--- src/rtl/sf_camera_buffer_sched.sv ---
// sf_camera_buffer_sched
// Ping-pong frame-buffer scheduler for the camera capture path.
//
// Each of the two buffers runs a FREE/ARMED/FULL state machine:
// - it arms while enabled,
// - it goes FULL on a rising edge of the writer's finished level,
// - it returns to FREE when the host releases it.
// The block also produces the end-of-frame flush strobe, the capture
// interrupt, and the frame and drop counters.
//
// Optional feature: define SF_CAMERA_SCHED_OVERWRITE_EN to reclaim the
// oldest FULL buffer when a frame arrives while both buffers are FULL.
// Without the macro such a frame is simply dropped.
module sf_camera_buffer_sched #(
    parameter int FRAME_COUNT_WIDTH = 16
) (
    input  logic                         clk,
    input  logic                         rst,
    input  logic                         i_enable,
    input  logic                         i_int_en,
    input  logic [31:0]                  i_base_0,
    input  logic [31:0]                  i_base_1,
    input  logic [31:0]                  i_frame_size,
    input  logic [1:0]                   i_release,
    input  logic                         i_int_clear,
    input  logic                         i_captured,
    input  logic                         i_inactive,
    input  logic                         i_memory_0_finished,
    input  logic                         i_memory_1_finished,
    output logic [31:0]                  o_memory_0_base,
    output logic [31:0]                  o_memory_0_size,
    output logic [31:0]                  o_memory_1_base,
    output logic [31:0]                  o_memory_1_size,
    output logic                         o_memory_0_ready,
    output logic                         o_memory_1_ready,
    output logic                         o_flush,
    output logic                         o_int,
    output logic [1:0]                   o_full,
    output logic                         o_oldest,
    output logic                         o_busy,
    output logic                         o_cfg_err,
    output logic [FRAME_COUNT_WIDTH-1:0] o_frame_count,
    output logic [FRAME_COUNT_WIDTH-1:0] o_drop_count
);

    typedef enum logic [1:0] {
        BUF_FREE  = 2'd0,
        BUF_ARMED = 2'd1,
        BUF_FULL  = 2'd2
    } buf_state_e;

    buf_state_e                   st_q     [2];
    buf_state_e                   st_d     [2];
    logic [31:0]                  base_q   [2];
    logic [31:0]                  base_d   [2];
    logic [31:0]                  size_q   [2];
    logic [31:0]                  size_d   [2];
    logic [1:0]                   fin_prev_q;
    logic [1:0]                   ready_q, ready_d;
    logic [1:0]                   reclaim_q, reclaim_d;
    logic [1:0]                   full_q, full_d;
    logic                         busy_q, busy_d;
    logic                         oldest_q, oldest_d;
    logic                         cfg_err_q, cfg_err_d;
    logic                         int_q, int_d;
    logic                         flush_q, flush_d;
    logic                         pend_q, pend_d;
    logic [FRAME_COUNT_WIDTH-1:0] frame_cnt_q, frame_cnt_d;
    logic [FRAME_COUNT_WIDTH-1:0] drop_cnt_q, drop_cnt_d;

    logic [1:0] fin_s;
    logic [1:0] fin_rise_s;
    logic [1:0] fin_cnt_s;
    logic       both_full_s;
    logic       drop_s;

    assign fin_s = {i_memory_1_finished, i_memory_0_finished};

    // Next-state logic for both buffer FSMs, counters, flush and interrupt.
    always_comb begin
        fin_rise_s  = fin_s & ~fin_prev_q;
        both_full_s = (st_q[0] == BUF_FULL) && (st_q[1] == BUF_FULL);
        drop_s      = i_captured && both_full_s;
        fin_cnt_s   = 2'd0;
        ready_d     = 2'b00;
        reclaim_d   = 2'b00;
        cfg_err_d   = cfg_err_q;
        for (int n = 0; n < 2; n++) begin
            st_d[n]   = st_q[n];
            base_d[n] = base_q[n];
            size_d[n] = size_q[n];
        end

        for (int n = 0; n < 2; n++) begin
            case (st_q[n])
                BUF_FREE: begin
                    if (i_enable) begin
                        if (i_frame_size != 32'd0) begin
                            st_d[n]    = BUF_ARMED;
                            base_d[n]  = (n == 0) ? i_base_0 : i_base_1;
                            size_d[n]  = i_frame_size;
                            ready_d[n] = 1'b1;
                            cfg_err_d  = 1'b0;
                        end else begin
                            cfg_err_d = 1'b1;
                        end
                    end else begin
                        st_d[n] = BUF_FREE;
                    end
                end
                BUF_ARMED: begin
                    if (fin_rise_s[n]) begin
                        st_d[n]   = BUF_FULL;
                        fin_cnt_s = fin_cnt_s + 2'd1;
                    end else begin
                        st_d[n] = BUF_ARMED;
                    end
                end
                BUF_FULL: begin
                    if (i_release[n]) begin
                        st_d[n] = BUF_FREE;
                    end else begin
                        st_d[n] = BUF_FULL;
                    end
                end
                default: begin
                    st_d[n] = BUF_FREE;
                end
            endcase
        end

`ifdef SF_CAMERA_SCHED_OVERWRITE_EN
        // Reclaim the oldest buffer in place; a host release of it wins.
        if (drop_s && i_enable && !i_release[oldest_q]) begin
            st_d[oldest_q]      = BUF_ARMED;
            reclaim_d[oldest_q] = 1'b1;
        end else begin
            reclaim_d = 2'b00;
        end
        // The reclaim arm pulse follows one register stage later.
        ready_d = ready_d | reclaim_q;
`else
        reclaim_d = 2'b00;
`endif

        full_d = {st_d[1] == BUF_FULL, st_d[0] == BUF_FULL};
        busy_d = (st_d[0] == BUF_ARMED) || (st_d[1] == BUF_ARMED);

        // The oldest pointer follows whichever buffer became FULL first.
        case (full_d)
            2'b01: oldest_d = 1'b0;
            2'b10: oldest_d = 1'b1;
            2'b11: begin
                case (full_q)
                    2'b00:   oldest_d = 1'b0;
                    2'b01:   oldest_d = 1'b0;
                    2'b10:   oldest_d = 1'b1;
                    default: oldest_d = oldest_q;
                endcase
            end
            default: oldest_d = oldest_q;
        endcase

        frame_cnt_d = frame_cnt_q + FRAME_COUNT_WIDTH'(fin_cnt_s);

        if (drop_s && (drop_cnt_q != {FRAME_COUNT_WIDTH{1'b1}})) begin
            drop_cnt_d = drop_cnt_q + FRAME_COUNT_WIDTH'(1'b1);
        end else begin
            drop_cnt_d = drop_cnt_q;
        end

        // A new interrupt source wins over a clear in the same cycle.
        if ((fin_cnt_s != 2'd0) && i_int_en) begin
            int_d = 1'b1;
        end else if (i_int_clear) begin
            int_d = 1'b0;
        end else begin
            int_d = int_q;
        end

        if (pend_q && i_inactive) begin
            flush_d = 1'b1;
            pend_d  = i_captured;
        end else begin
            flush_d = 1'b0;
            pend_d  = pend_q | i_captured;
        end
    end

    // State, window setup and output registers.
    always_ff @(posedge clk or posedge rst) begin
        if (rst) begin
            for (int n = 0; n < 2; n++) begin
                st_q[n]   <= BUF_FREE;
                base_q[n] <= 32'd0;
                size_q[n] <= 32'd0;
            end
            fin_prev_q  <= 2'b00;
            ready_q     <= 2'b00;
            reclaim_q   <= 2'b00;
            full_q      <= 2'b00;
            busy_q      <= 1'b0;
            oldest_q    <= 1'b0;
            cfg_err_q   <= 1'b0;
            int_q       <= 1'b0;
            flush_q     <= 1'b0;
            pend_q      <= 1'b0;
            frame_cnt_q <= {FRAME_COUNT_WIDTH{1'b0}};
            drop_cnt_q  <= {FRAME_COUNT_WIDTH{1'b0}};
        end else begin
            for (int n = 0; n < 2; n++) begin
                st_q[n]   <= st_d[n];
                base_q[n] <= base_d[n];
                size_q[n] <= size_d[n];
            end
            fin_prev_q  <= fin_s;
            ready_q     <= ready_d;
            reclaim_q   <= reclaim_d;
            full_q      <= full_d;
            busy_q      <= busy_d;
            oldest_q    <= oldest_d;
            cfg_err_q   <= cfg_err_d;
            int_q       <= int_d;
            flush_q     <= flush_d;
            pend_q      <= pend_d;
            frame_cnt_q <= frame_cnt_d;
            drop_cnt_q  <= drop_cnt_d;
        end
    end

    assign o_memory_0_base  = base_q[0];
    assign o_memory_0_size  = size_q[0];
    assign o_memory_1_base  = base_q[1];
    assign o_memory_1_size  = size_q[1];
    assign o_memory_0_ready = ready_q[0];
    assign o_memory_1_ready = ready_q[1];
    assign o_flush          = flush_q;
    assign o_int            = int_q;
    assign o_full           = full_q;
    assign o_oldest         = oldest_q;
    assign o_busy           = busy_q;
    assign o_cfg_err        = cfg_err_q;
    assign o_frame_count    = frame_cnt_q;
    assign o_drop_count     = drop_cnt_q;

endmodule

--- config.mk ---
export PLATFORM = sky130hd
export DESIGN_NAME = sf_camera_buffer_sched
export DESIGN_NICKNAME = d
export VERILOG_FILES = /design/src/rtl/sf_camera_buffer_sched.sv
export SDC_FILE = /design/constraint.sdc
export NUM_CORES = 1
export LEC_CHECK = 0
export CORE_ASPECT_RATIO = 0.5
export CORE_MARGIN = 3
export CORE_UTILIZATION = 44
export CTS_CLUSTER_SIZE = 12
export DETAILED_ROUTE_END_ITERATION = 8
export PLACE_DENSITY_LB_ADDON = 0.2
export RECOVER_POWER = 100
export REMOVE_ABC_BUFFERS = 1
export SYNTH_ARGS = -nofsm -noshare
export SYNTH_HDL_FRONTEND = slang
export SYNTH_SLANG_ARGS = --single-unit
--- constraint.sdc ---
create_clock -name clk -period 8.22 [get_ports clk]
set_input_delay 2.055 -clock clk [delete_from_list [all_inputs] [get_ports clk]]
set_output_delay 2.055 -clock clk [all_outputs]
set_load 0.005 [all_outputs]
* Yosys cells after proc, flatten, opt, wreduce, memory -nomap -nowiden
Index checks and enable logic that the tools add are counted.
** Storage, ports and cells
- Register bits after elaboration :: 176
- Bits of input ports :: 107
- Output and inout port bits :: 169
- Word-level logic and storage cells :: 84
** Operators by class
- $add $sub $neg :: 3
- Eq/ne operators :: 15
- Multiplexer cells :: 29
- Bitwise logic cells :: 3
- Reductions and logical operators :: 17
** Operators with widths (count)
- nonzero test 32 bit :: 1
- 2-to-1 mux 2 bit :: 10
- adder 16 x 1 -> 16 bit, second input constant :: 1
- adder 16 x 2 -> 16 bit :: 1
- != test 16 bit, second input constant :: 1
- 2-to-1 mux 1 bit :: 15
- equality test 2 bit, second input constant :: 7
- equality test 2 x 1 -> 1 bit, second input constant :: 6
- one-hot mux 2 bit (3 select lines) :: 2
- zero test 2 bit :: 3
- AND reduction 3 bit :: 2
- logical AND 1 bit :: 5
- nonzero test 2 bit :: 2
- != test 3 bit, second input constant :: 1
- one-hot mux 1 bit (3 select lines) :: 1
- nonzero test 3 bit :: 1
- adder 2 x 1 -> 2 bit, second input constant :: 1
- AND 2 bit :: 1
- NOT 2 bit :: 1
- one-hot mux 1 bit (2 select lines) :: 1
- AND reduction 2 bit :: 1
- OR reduction 2 bit :: 1
- logical OR 1 bit :: 1
- OR 1 bit :: 1

* Logic depth before layout (Yosys ltp)
Gate-level depths: netlist of run 1.
- Word-level depth :: 10
- Depth in mapped cells :: 10
- Gate-level depth less buffers :: 10

* Least setup slack after synthesis of run 1
Ideal clock, no wire load.
- Path type :: input -> register
- Start point :: input i_memory_0_finished
- End point :: register frame_cnt_q[12], in the netlist o_frame_count[12]
- Library setup time :: 132 ps
- Arrival time :: 3771 ps
- Data required time :: 8088 ps
- Setup slack :: 4317 ps
- Cell stages on the path :: 9
- Path buffers :: 0
- Cells stage by stage :: nand3b_1 > nor2_1 > ha_1 > mux2_2 > ha_1 > fa_1 > nand4_1 > nor3_1 > xor2_1
** On the way
- Longest elaborated chain between the ends :: 7
** Ends and longest elaborated chain
- start: declaration :: line 28 : input logic i_memory_0_finished,
- AND 2 bit (*) :: line 81 : fin_rise_s = fin_s & ~fin_prev_q;
- 2-to-1 mux 1 bit (*) :: line 112 : if (fin_rise_s[n]) begin
- 2-to-1 mux 1 bit (*) :: line 95 : case (st_q[n])
- adder 2 x 1 -> 2 bit :: line 114 : fin_cnt_s = fin_cnt_s + 2'd1;
- 2-to-1 mux 2 bit :: line 112
- 2-to-1 mux 2 bit (*) :: line 95
- adder 16 x 2 -> 16 bit (*) :: line 164 : frame_cnt_d = frame_cnt_q + FRAME_COUNT_WIDTH'(fin_cnt_s);
- via frame_cnt_d[12] :: line 68 : logic [FRAME_COUNT_WIDTH-1:0] frame_cnt_q, frame_cnt_d;
- end signal: assignment :: line 208 : frame_cnt_q <= {FRAME_COUNT_WIDTH{1'b0}};
- end signal: assignment :: line 226 : frame_cnt_q <= frame_cnt_d;
- end: declaration :: line 68
Mark *: on every way through the listed nets, which the timed path passes. The rest lies on a longest branch.
A chain may end at the register's enable or synchronous reset.

==> results of run 1 <==
==> sequential cells by signal (all words and copies together) (netlist names), named ones only <==
name and flops:
fin_prev_q 2, o_busy 1, o_drop_count 16, o_flush 1, o_frame_count 16, o_full 2
o_int 1, o_memory_0_base 32, o_memory_0_size 32, o_memory_1_base 32, o_memory_1_size 32, o_oldest 1
pend_q 1, ready_q 2, st_q 4
==> worst paths after layout <==
| kind | from | end | slack (ns) |
|---|---|---|---|
| min | pend_q | pend_q | 0.47 |
| max reg2reg | fin_prev_q[0] | o_frame_count[12] | 5.68 |
| max in group clk | i_frame_size[7] | o_memory_0_base[24] | 3.64 |
| min reg2reg | pend_q | pend_q | 0.47 |
| max | rst | o_full[0] | 3.52 |
| min in group asynchronous | rst | o_frame_count[15] | 2.94 |
==> where the power goes <==
| part | internal, mW | leakage [nW] | switching, mW | total, mW |
|---|---|---|---|---|
| sequential | 1.22 | 2.13 | 0.174 | 1.40 |
| clock | 0.478 | 0.278 | 0.335 | 0.812 |
| combinational | 0.750 | 2.14 | 0.425 | 1.17 |
==> Yosys cell counts <==
cell type | number | area, µm²
buf_8 | 5 | 75.07
xnor2_1 | 13 | 113.9
inv_1 | 8 | 30.03
mux2_2 | 53 | 596.8
fa_1 | 1 | 20.02
nand3_1 | 11 | 55.05
nand2_1 | 18 | 67.56
buf_2 | 1 | 5.000
nor3_1 | 10 | 50.05
nand2b_2 | 1 | 8.760
dfrtp_1 | 176 | 4404
ha_1 | 4 | 50.05
nand2b_1 | 5 | 31.28
or2_4 | 1 | 8.760
o22ai_1 | 2 | 12.51
and4_1 | 2 | 17.52
buf_4 | 4 | 30.03
o221ai_1 | 1 | 8.760
nor2b_1 | 1 | 6.260
and2_1 | 1 | 6.260
a21o_1 | 1 | 7.510
nand3_2 | 2 | 20.02
nor2_1 | 10 | 37.54
xor2_1 | 15 | 131.4
nor2_2 | 2 | 12.51
buf_6 | 5 | 56.30
mux2_1 | 76 | 855.8
o21ai_0 | 7 | 35.03
and3_1 | 4 | 25.02
nand4_1 | 9 | 56.30
a21oi_1 | 5 | 25.02
a31oi_1 | 1 | 6.260
nor4_1 | 10 | 62.56
or3_4 | 2 | 22.52
nand3b_1 | 1 | 7.510
==> worst max-delay path: stages <==
cell           delay [ns]
dlygate4sd3_1        0.54
clkinvlp_2           1.68
buf_4                0.78
==> cell type report <==
cell class / instances / share of cell area, %
Clock buffer: 17 / 4.093
Inverter: 8 / 0.3010
Multi-Input combinational cell: 269 / 22.67
Sequential cell: 176 / 42.37
Tap cell: 198 / 2.384
Clock inverter: 12 / 1.553
Timing Repair Buffer: 277 / 26.63
==> metal layers <==
| layer | wire, µm | up-vias |
|---|---|---|
| met5 | 0 | - |
| met4 | 162 | 0 |
| met3 | 1391 | 12 |
| met2 | 8792 | 154 |
| met1 | 6643 | 2407 |
| li1 | - | 2213 |
==> cells by family (layout without fill, tap and decap cells) <==
group,count (synthesis),count (layout)
mux,129,129
flops,176,176
fa+ha+maj,5,5
buf+inv,23,314
xor+xnor,28,28
compound gates,17,17
simple gates,90,90
==> metrics by stage <==
| stage | util, % | cell area, µm² | total power [mW] |
|---|---|---|---|
| after floorplan | - | 6793 | 1.838 |
| after global placement | 65.64 | 9828 | 2.716 |
| after detailed placement | 65.64 | 9828 | 2.759 |
| after CTS | 69.56 | 10420 | 3.587 |
| after global routing | 69.42 | 10390 | 3.588 |
| final | 69.42 | 10390 | 3.382 |
==> metrics.md, run 1 <==
| Metric | Value |
|---|---|
| Mean Syn Cell Area | `between 10 and 15 µm²` |
| Setup WS post-layout | `about 3.5 ns` |
| Synth Cell Area | `~0.0070 mm²` |
| First-pass GRT wire length | `between 20,000 and 30,000 µm` |
| Clock skew | `around 0.012 ns` |
| Yosys reg bits | `approximately 180` |
| Global route overflow | `0` |
| # nets final | `861` |
| Hold crit path type | `flop to flop` |
| Arr. time, crit path | `around 5.2 ns` |
| DRC Markers | `0` |
| Total iterations of the first detailed-routing run | `4` |
| Dpl ws | `3.453 ns` |
| DRT Wirelength | `about 17,000 µm` |
| Post-Place Cells | `a little over 900` |
| Gate Count Post-Synth | `between 400 and 500` |
| Setup bufs post-CTS | `0` |
| Detailed placement HPWL | `around 13,000 µm` |
| Worst hold slack | `0.4720 ns` |
| Max_slew headroom | `-100.3%` |
| Max-Cap Viols | `1` |
| Most frequent cells in the layout | `dfrtp_1 (176), dlygate4sd3_1 (175), clkdlybuf4s50_1 (100), mux2_1 (77), mux2_2 (52)` |
| Fin. Hold Viols | `0` |
| GR Util met1 | `between 20% and 30%` |
| # setup viols final | `0` |
| RD Place Congestion | `slightly below 0.8` |
| Max Root-Sink Buffers | `2` |
| Multiplexer area fraction after synthesis | `between 20% and 30%` |
| H-Tree Level Count | `4` |
| WL/cell | `around 18 µm` |
| Cts repair resizes | `0` |
| Finished Layout Cells | `between 900 and 1,000` |
| Pwr Density | `325.4 mW/mm²` |
| Ports | `between 200 and 300` |
| Worst skew pair latency | `just over 0.4 ns` |
| ANT cells | `0` |
| Final min period | `4.696 ns` |
| Cts hold-fix bufs | `0` |
| Final Max Slew Viols | `72` |
| CP endpoint kind | `async pin` |
| Starting Density | `46.48%` |
| Die Span X | `183.9 µm` |
| Max Fclk | `about 210 MHz` |
| XOR/XNOR share of the synthesized area | `roughly 3.5%` |
| Total CTS buffers | `17` |
| Combinational family with the most area after synthesis | `multiplexers` |
| Largest net degree at the start of global routing | `72` |
| Vert. Die Dim | `94.93 µm` |
| Synth Area in Simple Gates | `under 10%` |
| FF/Latch Area | `about 0.0044 mm²` |
| RSZ-0062 raised after global routing | `no` |
| Root Driver | `clkbuf_16` |
| Remaining antenna violation count | `0` |
| Die area | `0.01745 mm²` |
| Failing checks | `max-capacitance violations, max-slew violations` |
| Status | `finished with violations` |
| M3 GR Usage | `under 10%` |
| Compound-Gate Fraction of Synth Area | `1.366%` |
| Row count | `31` |
| Core area | `about 0.015 mm²` |
| Critical path required time | `slightly below 9 ns` |
| Hold Crit Depth | `1` |
| Peak VDD IR | `about 170 µV` |
| Sequential element share of the synthesized area | `between 60 and 70%` |
| Multi-input gate area | `around 0.0024 mm²` |
| Adder-cell share of the synthesized area | `1.007%` |
| Vias per cell | `~5.0` |
| Reg2reg path depth | `9` |
| GRT Overall Usage | `just under 20%` |
| Initial antenna violation count | `0` |
| # clock sinks | `roughly 180` |
| Setup_tns | `0 ns` |
| Yosys warnings | `0` |
| CTS clk-pin slew, worst paths | `about 0.060 ns` |
| Leak | `4.547 nW` |
| Crit start category | `input pin` |
| Fin crit share | `between 50 and 60%` |
| Vias in the first global route | `4,978` |
| Worst Path Max Fanout | `71` |
| Starting DRT DRC Count | `between 200 and 250` |
| DR vias | `between 4,000 and 5,000` |
| Synth cell types | `35` |
| Buffers on Ports | `275` |
| Fillers | `about 1,100` |
| Worst slew pin tran | `~3 ns` |
| Commonest non-fill, non-tap cell in the layout | `dfrtp_1` |
| CTS tree | `yes` |
| Top Usage Layer GRT | `met2` |
| P&R area growth vs syn | `49.35%` |
| Share of cells above drive strength 1 | `a little under an eighth` |
| Type of the worst setup path | `input pin to async pin` |
| Met2 usage | `35.36%` |
Power figures use the tool's default switching activity.
==> run 2, diff against run 1 <==
CORE_UTILIZATION = 39   (was 44)
clock period = 3.77 ns   (was 8.22 ns; I/O delays follow)
==> metrics.md, run 2 (same netlist as run 1, synthesis figures left out) <==
| Metric | Value |
|---|---|
| Status | `finished, final reports clean` |
| H-Tree Level Count | `4 (unchanged)` |
| Initial antenna violation count | `0 (unchanged)` |
| Final instance area | `0.01052 mm² (+1.2%)` |
| Total iterations of the first detailed-routing run | `4 (unchanged)` |
| Final Max Slew Viols | `0 (-100%)` |
| Final min period | `3.219 ns` |
| CTS tree | `yes` |
| Most frequent cells in the layout | `dfrtp_1 (176), dlygate4sd3_1 (175), clkdlybuf4s50_1 (100), mux2_1 (77), mux2_2 (52)` |
| Arr. time, crit path | `3.51 ns (-1.65 ns)` |
| Buffers on Ports | `275 (unchanged)` |
| Worst slew pin tran | `1.478 ns (-1.509 ns)` |
| WL/cell | `17.74 µm (about the same)` |
| WL met3 | `1294 µm (-7.0%)` |
| Detailed placement HPWL | `13,300 µm (+6.4%)` |
| Root Driver | `clkbuf_16` |
| Vias per cell | `4.833 (-3.4%)` |
| First-pass GRT wire length | `27,900 µm (+4.5%)` |
| Leak | `4.594 nW (+1.0%)` |
| Starting DRT DRC Count | `110 (-50%)` |
| Critical path required time | `4.06 ns (-4.63 ns)` |
| Setup WS post-layout | `0.5512 ns (-2.973 ns)` |
| Max Used Layer | `met4` |
| Ports | `276 (unchanged)` |
| DRC Markers | `0 (unchanged)` |
| Max_slew headroom | `1.453% (+100 points)` |
| ANT cells | `0 (unchanged)` |
| Share of cells above drive strength 1 | `12.39% (+0.92 points)` |
| Dpl ws | `0.1919 ns (-3.261 ns)` |
| Peak VDD IR | `377.7 µV (+120%)` |
| Fin. Hold Viols | `0 (unchanged)` |
| Max Root-Sink Buffers | `2 (unchanged)` |
| DRT Wirelength | `17,630 µm (+3.8%)` |
| Fin crit share | `a little under nine tenths` |
| Vias in the first global route | `5,099 (+2.4%)` |
| Post-DP Area | `0.009985 mm² (+1.6%)` |
| Crit start category | `input pin` |
| Largest net degree at the start of global routing | `61 (-15%)` |
| RSZ-0062 raised after global routing | `no` |
| Core area | `0.01693 mm² (+13%)` |
| Met2 WL | `8703 µm (-1.0%)` |
| Wl on met1 | `7344 µm (+11%)` |
| CP endpoint kind | `flop` |
| Row count | `33 (+6.5%)` |
| Total CTS buffers | `17 (unchanged)` |
| Setup_tns | `0 ns (unchanged)` |
| Global route overflow | `0 (unchanged)` |
| Commonest non-fill, non-tap cell in the layout | `dfrtp_1` |
| Vert. Die Dim | `100.5 µm (+5.8%)` |
| RD Place Congestion | `0.7822 (-0.57%)` |
| Pwr Density | `698.6 mW/mm² (+110%)` |
| Clock skew | `0.01298 ns (+0.001269 ns)` |
| Max-Cap Viols | `0 (-1)` |
| CTS clk-pin slew, worst paths | `0.07 ns (about the same)` |
| Setup bufs post-CTS | `0 (unchanged)` |
| # setup viols final | `0 (unchanged)` |
| Die area | `0.01958 mm² (+12%)` |
| GRT Overall Usage | `18.17% (-1.5 points)` |
| DR vias | `4,804 (+0.38%)` |
| Max Fclk | `roughly 310 MHz` |
| Die Span X | `194.9 µm (+6.0%)` |
| # nets final | `867 (+0.70%)` |
| Final Total Pwr | `7.347 mW (+120%)` |
| Starting Density | `41.11% (-5.4 points)` |
| Cts repair resizes | `0 (unchanged)` |
| Worst Path Max Fanout | `4 (-94%)` |
| Cts hold-fix bufs | `0 (unchanged)` |
| Remaining antenna violation count | `0 (unchanged)` |
| Worst skew pair latency | `0.42 ns (about the same)` |
| P&R area growth vs syn | `51.13%` |
| Fin util | `62.13% (-7.3 points)` |
| Hold crit path type | `flop to flop` |
| Type of the worst setup path | `input pin to flop` |
| # clock sinks | `176 (unchanged)` |
## run 2: changes by cell type in the layout (fill, tap and decap cells not counted), sizes merged
cell / previous run / this run
clkinv: 2 / 3
buf: 2 / 6
clkbuf: 17 / 20
inv: 11 / 14
bufinv: 3 / 1
clkinvlp: 4 / 3
## run 2: cell type report
| class | count | area (µm²) |
|---|---|---|
| clock buffer | 18 | 439.2 |
| clock inverter | 13 | 127.6 |
| fill | 1375 | 6411 |
| inverter | 8 | 35.03 |
| multi-input combinational | 269 | 2359 |
| sequential | 176 | 4404 |
| tap | 227 | 284.0 |
| timing repair buffer | 283 | 2869 |
## run 2: path summary, 6_finish.rpt
| kind | from | end | slack [ns] | cells past startpoint |
|---|---|---|---|---|
| worst max-delay path | i_memory_0_finished | o_frame_count[14] | 0.55 | 10 |
| worst min-delay path | pend_q | pend_q | 0.47 | 1 |
| worst max register to register | fin_prev_q[0] | o_frame_count[14] | 1.23 | 9 |
| worst min register to register | pend_q | pend_q | 0.47 | 1 |
| max in group asynchronous | rst | o_memory_1_base[15] | 0.85 | 3 |
| min in group asynchronous | rst | o_memory_0_base[17] | 1.08 | 2 |
## run 2: critical path, cell delays in order
cell           delay [ns]
dlygate4sd3_1        0.57
nand3b_1             0.17
nor2_1               0.17
ha_1                 0.24
mux2_1               0.31
ha_1                 0.22
fa_1                 0.44
nand4_1              0.21
nor3_1               0.08
xor2_1               0.14
## run 2: layer usage
| metal | up-vias | GRT usage [%] |
|---|---|---|
| met4 | 0 | 5.364 |
| met5 | - | 0 |
| met1 | 2404 | 22.12 |
| met2 | 146 | 31.00 |
| met3 | 18 | 6.377 |
| li1 | 2236 | - |
## run 2: per-stage QoR
stage | hold slack (ns) | instances
final | 0.4746 | 994
after global routing | 0.4914 | 994
after CTS | 0.4773 | 994
after detailed placement | 0.4609 | 963
after global placement | 0.4543 | 963
after floorplan | 0.4455 | 453
## run 2: report_power, final
group	switching, mW	internal, mW	total (mW)
clock	0.766	0.938	1.70
sequential	0.383	2.66	3.04
combinational	0.934	1.67	2.60
==> run 3, diff against run 2 <==
CORE_ASPECT_RATIO = 1.75   (was 0.5)
PLACE_DENSITY = 0.72   (was default)
PLACE_DENSITY_LB_ADDON = default   (was 0.2)
==> metrics.md, run 3 (same netlist as run 1, synthesis figures left out) <==
| Metric | Value |
|---|---|
| Status | `finished, final reports clean` |
| Leak | `4.604 nW (+0.23%)` |
| P_int | `5.330 mW (+1.2%)` |
| FF/Latch Area | `0.004404 mm² (unchanged)` |
| Fillers | `1,357 (-1.3%)` |
| Max-Cap Viols | `0 (unchanged)` |
| Multi-input gate area | `0.002344 mm² (-0.64%)` |
| Initial antenna violation count | `1 (+1)` |
| Post-DP Area | `0.009985 mm² (unchanged)` |
| Arr. time, crit path | `3.52 ns (about the same)` |
| Global route overflow | `0 (unchanged)` |
| Die area | `0.01955 mm² (-0.17%)` |
| Clock share of power | `23.9% (+0.7 points)` |
| Reg-to-reg startpoint | `fin_prev_q[0]` |
| Buffers on Ports | `275 (unchanged)` |
| Cts hold-fix bufs | `0 (unchanged)` |
| DRT Wirelength | `18,300 µm (+3.8%)` |
| Max Fclk | `309.9 MHz (-0.24%)` |
| Fin crit share | `85.58% (+0.20 points)` |
| Worst hold slack | `0.4754 ns (+0.0007620 ns)` |
| Critical path required time | `4.07 ns (about the same)` |
| DR vias | `4,898 (+2.0%)` |
| Crit start category | `input pin` |
| Worst skew pair latency | `0.43 ns (about the same)` |
| Vias per cell | `4.903 (+1.4%)` |
| Fin. Hold Viols | `0 (unchanged)` |
| Worst slew pin tran | `1.398 ns (-0.08002 ns)` |
| CTS tree | `yes` |
| Ports | `276 (unchanged)` |
| Cts repair resizes | `0 (unchanged)` |
| RD Place Congestion | `0.8239 (+5.3%)` |
| GRT Overall Usage | `19.06% (+0.89 points)` |
| Starting Density | `39.68% (-1.4 points)` |
| Max_slew headroom | `6.591% (+5.1 points)` |
| Root Driver | `clkbuf_16` |
| Vert. Die Dim | `182.7 µm (+82%)` |
| Switching part of the total power | `28.41% (+0.068 points)` |
| Vias in the first global route | `5,405 (+6.0%)` |
| Post-Place Cells | `968 (+0.52%)` |
| Comb pwr share | `35.1% (-0.3 points)` |
| Share of cells above drive strength 1 | `12.37% (-0.016 points)` |
| CTS clk-pin slew, worst paths | `0.06 ns (about the same)` |
| Worst setup path startpoint | `i_frame_size[21]` |
| Final Max Slew Viols | `0 (unchanged)` |
| Type of the worst setup path | `input pin to flop` |
| Die Span X | `107.0 µm (-45%)` |
| WL/cell | `18.32 µm (+3.3%)` |
| DRC Markers | `0 (unchanged)` |
| Hold_sp | `o_frame_count[15]` |
| Core area | `0.01754 mm² (+3.6%)` |
| RSZ-0062 raised after global routing | `no` |
| Detailed placement HPWL | `14,170 µm (+6.6%)` |
| CP endpoint kind | `flop` |
| Largest net degree at the start of global routing | `66 (+8.2%)` |
| Hold crit path type | `flop to flop` |
| Setup bufs post-CTS | `0 (unchanged)` |
| Final Total Pwr | `7.446 mW (+1.3%)` |
| Net Switching | `2.115 mW (+1.6%)` |
| Remaining antenna violation count | `0 (unchanged)` |
| Clock skew | `0.009150 ns (-0.003832 ns)` |
| Reg2Reg Setup Slack | `1.31 ns (+0.08 ns)` |
| Total CTS buffers | `17 (unchanged)` |
| Reg power frac | `41.0% (-0.4 points)` |
| Final instance area | `0.01053 mm² (about the same)` |
| # setup viols final | `0 (unchanged)` |
| Starting DRT DRC Count | `123 (+12%)` |
| Peak VDD IR | `421.6 µV (+12%)` |
| First-pass GRT wire length | `28,570 µm (+2.4%)` |
| H-Tree Level Count | `4 (unchanged)` |
| Commonest non-fill, non-tap cell in the layout | `dfrtp_1` |
| # nets final | `868 (+0.12%)` |
| Cells along the critical path | `dlygate4sd3_1, nor4_1, nand4_1, or2_0, nand3_4, clkbuf_1, mux2_1` |
| Total iterations of the first detailed-routing run | `4 (unchanged)` |
| Pwr Density | `707.4 mW/mm² (+1.3%)` |
| Finished Layout Cells | `999 (+0.50%)` |
| Final min period | `3.226 ns (+0.007612 ns)` |
| # clock sinks | `176 (unchanged)` |
| ANT cells | `0 (unchanged)` |
| Max Root-Sink Buffers | `2 (unchanged)` |
| CP max stage cell | `dlygate4sd3_1` |
| Most frequent cells in the layout | `dfrtp_1 (176), dlygate4sd3_1 (175), clkdlybuf4s50_1 (100), mux2_1 (76), mux2_2 (53)` |
| Max stage delay on crit path | `0.58 ns (about the same)` |
| P&R area growth vs syn | `51.24% (about the same)` |
| Row count | `64 (+94%)` |
| Setup_tns | `0 ns (unchanged)` |
| Worst Path Max Fanout | `17 (+13)` |
==> run 3: power groups by stage <==
stage / Combinational, mW / Sequential (mW) / Clock, mW
2_1_floorplan: 0.862 / 3.15 / 0
3_3_place_gp: 2.90 / 3.08 / 0
3_5_place_dp: 2.96 / 3.13 / 0
4_1_cts: 2.98 / 3.10 / 1.82
5_1_grt: 2.81 / 3.16 / 1.91
6_report: 2.62 / 3.05 / 1.78
==> run 3: through the flow <==
| step | worst slack (ns) | util [%] |
|---|---|---|
| finish | 0.5436 | 60.02 |
| floorplan | -1.946 | - |
| CTS | 0.7592 | 60.30 |
| global placement | 0.3702 | 56.93 |
| detailed placement | 0.3048 | 56.93 |
| global route | 0.4039 | 60.02 |
==> run 3: worst paths after layout <==
path                                        to  depth (start not counted)
max in group asynchronous  o_memory_0_size[30]                          3
min                          o_frame_count[15]                          1
max                        o_memory_0_size[12]                          7
min in group asynchronous   o_memory_1_base[9]                          2
max reg2reg                  o_frame_count[12]                          9
min reg2reg                  o_frame_count[15]                          1
==> run 3: final cells by class <==
cell class / instances / share of cell area, %
Clock buffer: 18 / 4.173
Clock inverter: 13 / 1.438
Inverter: 8 / 0.3210
Multi-Input combinational cell: 269 / 22.27
Sequential cell: 176 / 41.84
Tap cell: 231 / 2.746
Timing Repair Buffer: 284 / 27.21
==> run 3: worst max-delay path: cells and delay by family <==
kind	cells	cell delay (ns)
muxes	1	0.38
buffers and inverters	2	0.91
and+or+nand+nor	4	1.29
==> run 3: layer usage <==
metal | vias up | wire (µm) | global-route usage [%]
met4 | 2 | 594 | 8.244
li1 | 2241 | - | -
met1 | 2443 | 6369 | 19.78
met5 | - | 7 | 0
met3 | 34 | 1128 | 5.381
met2 | 178 | 10200 | 35.26
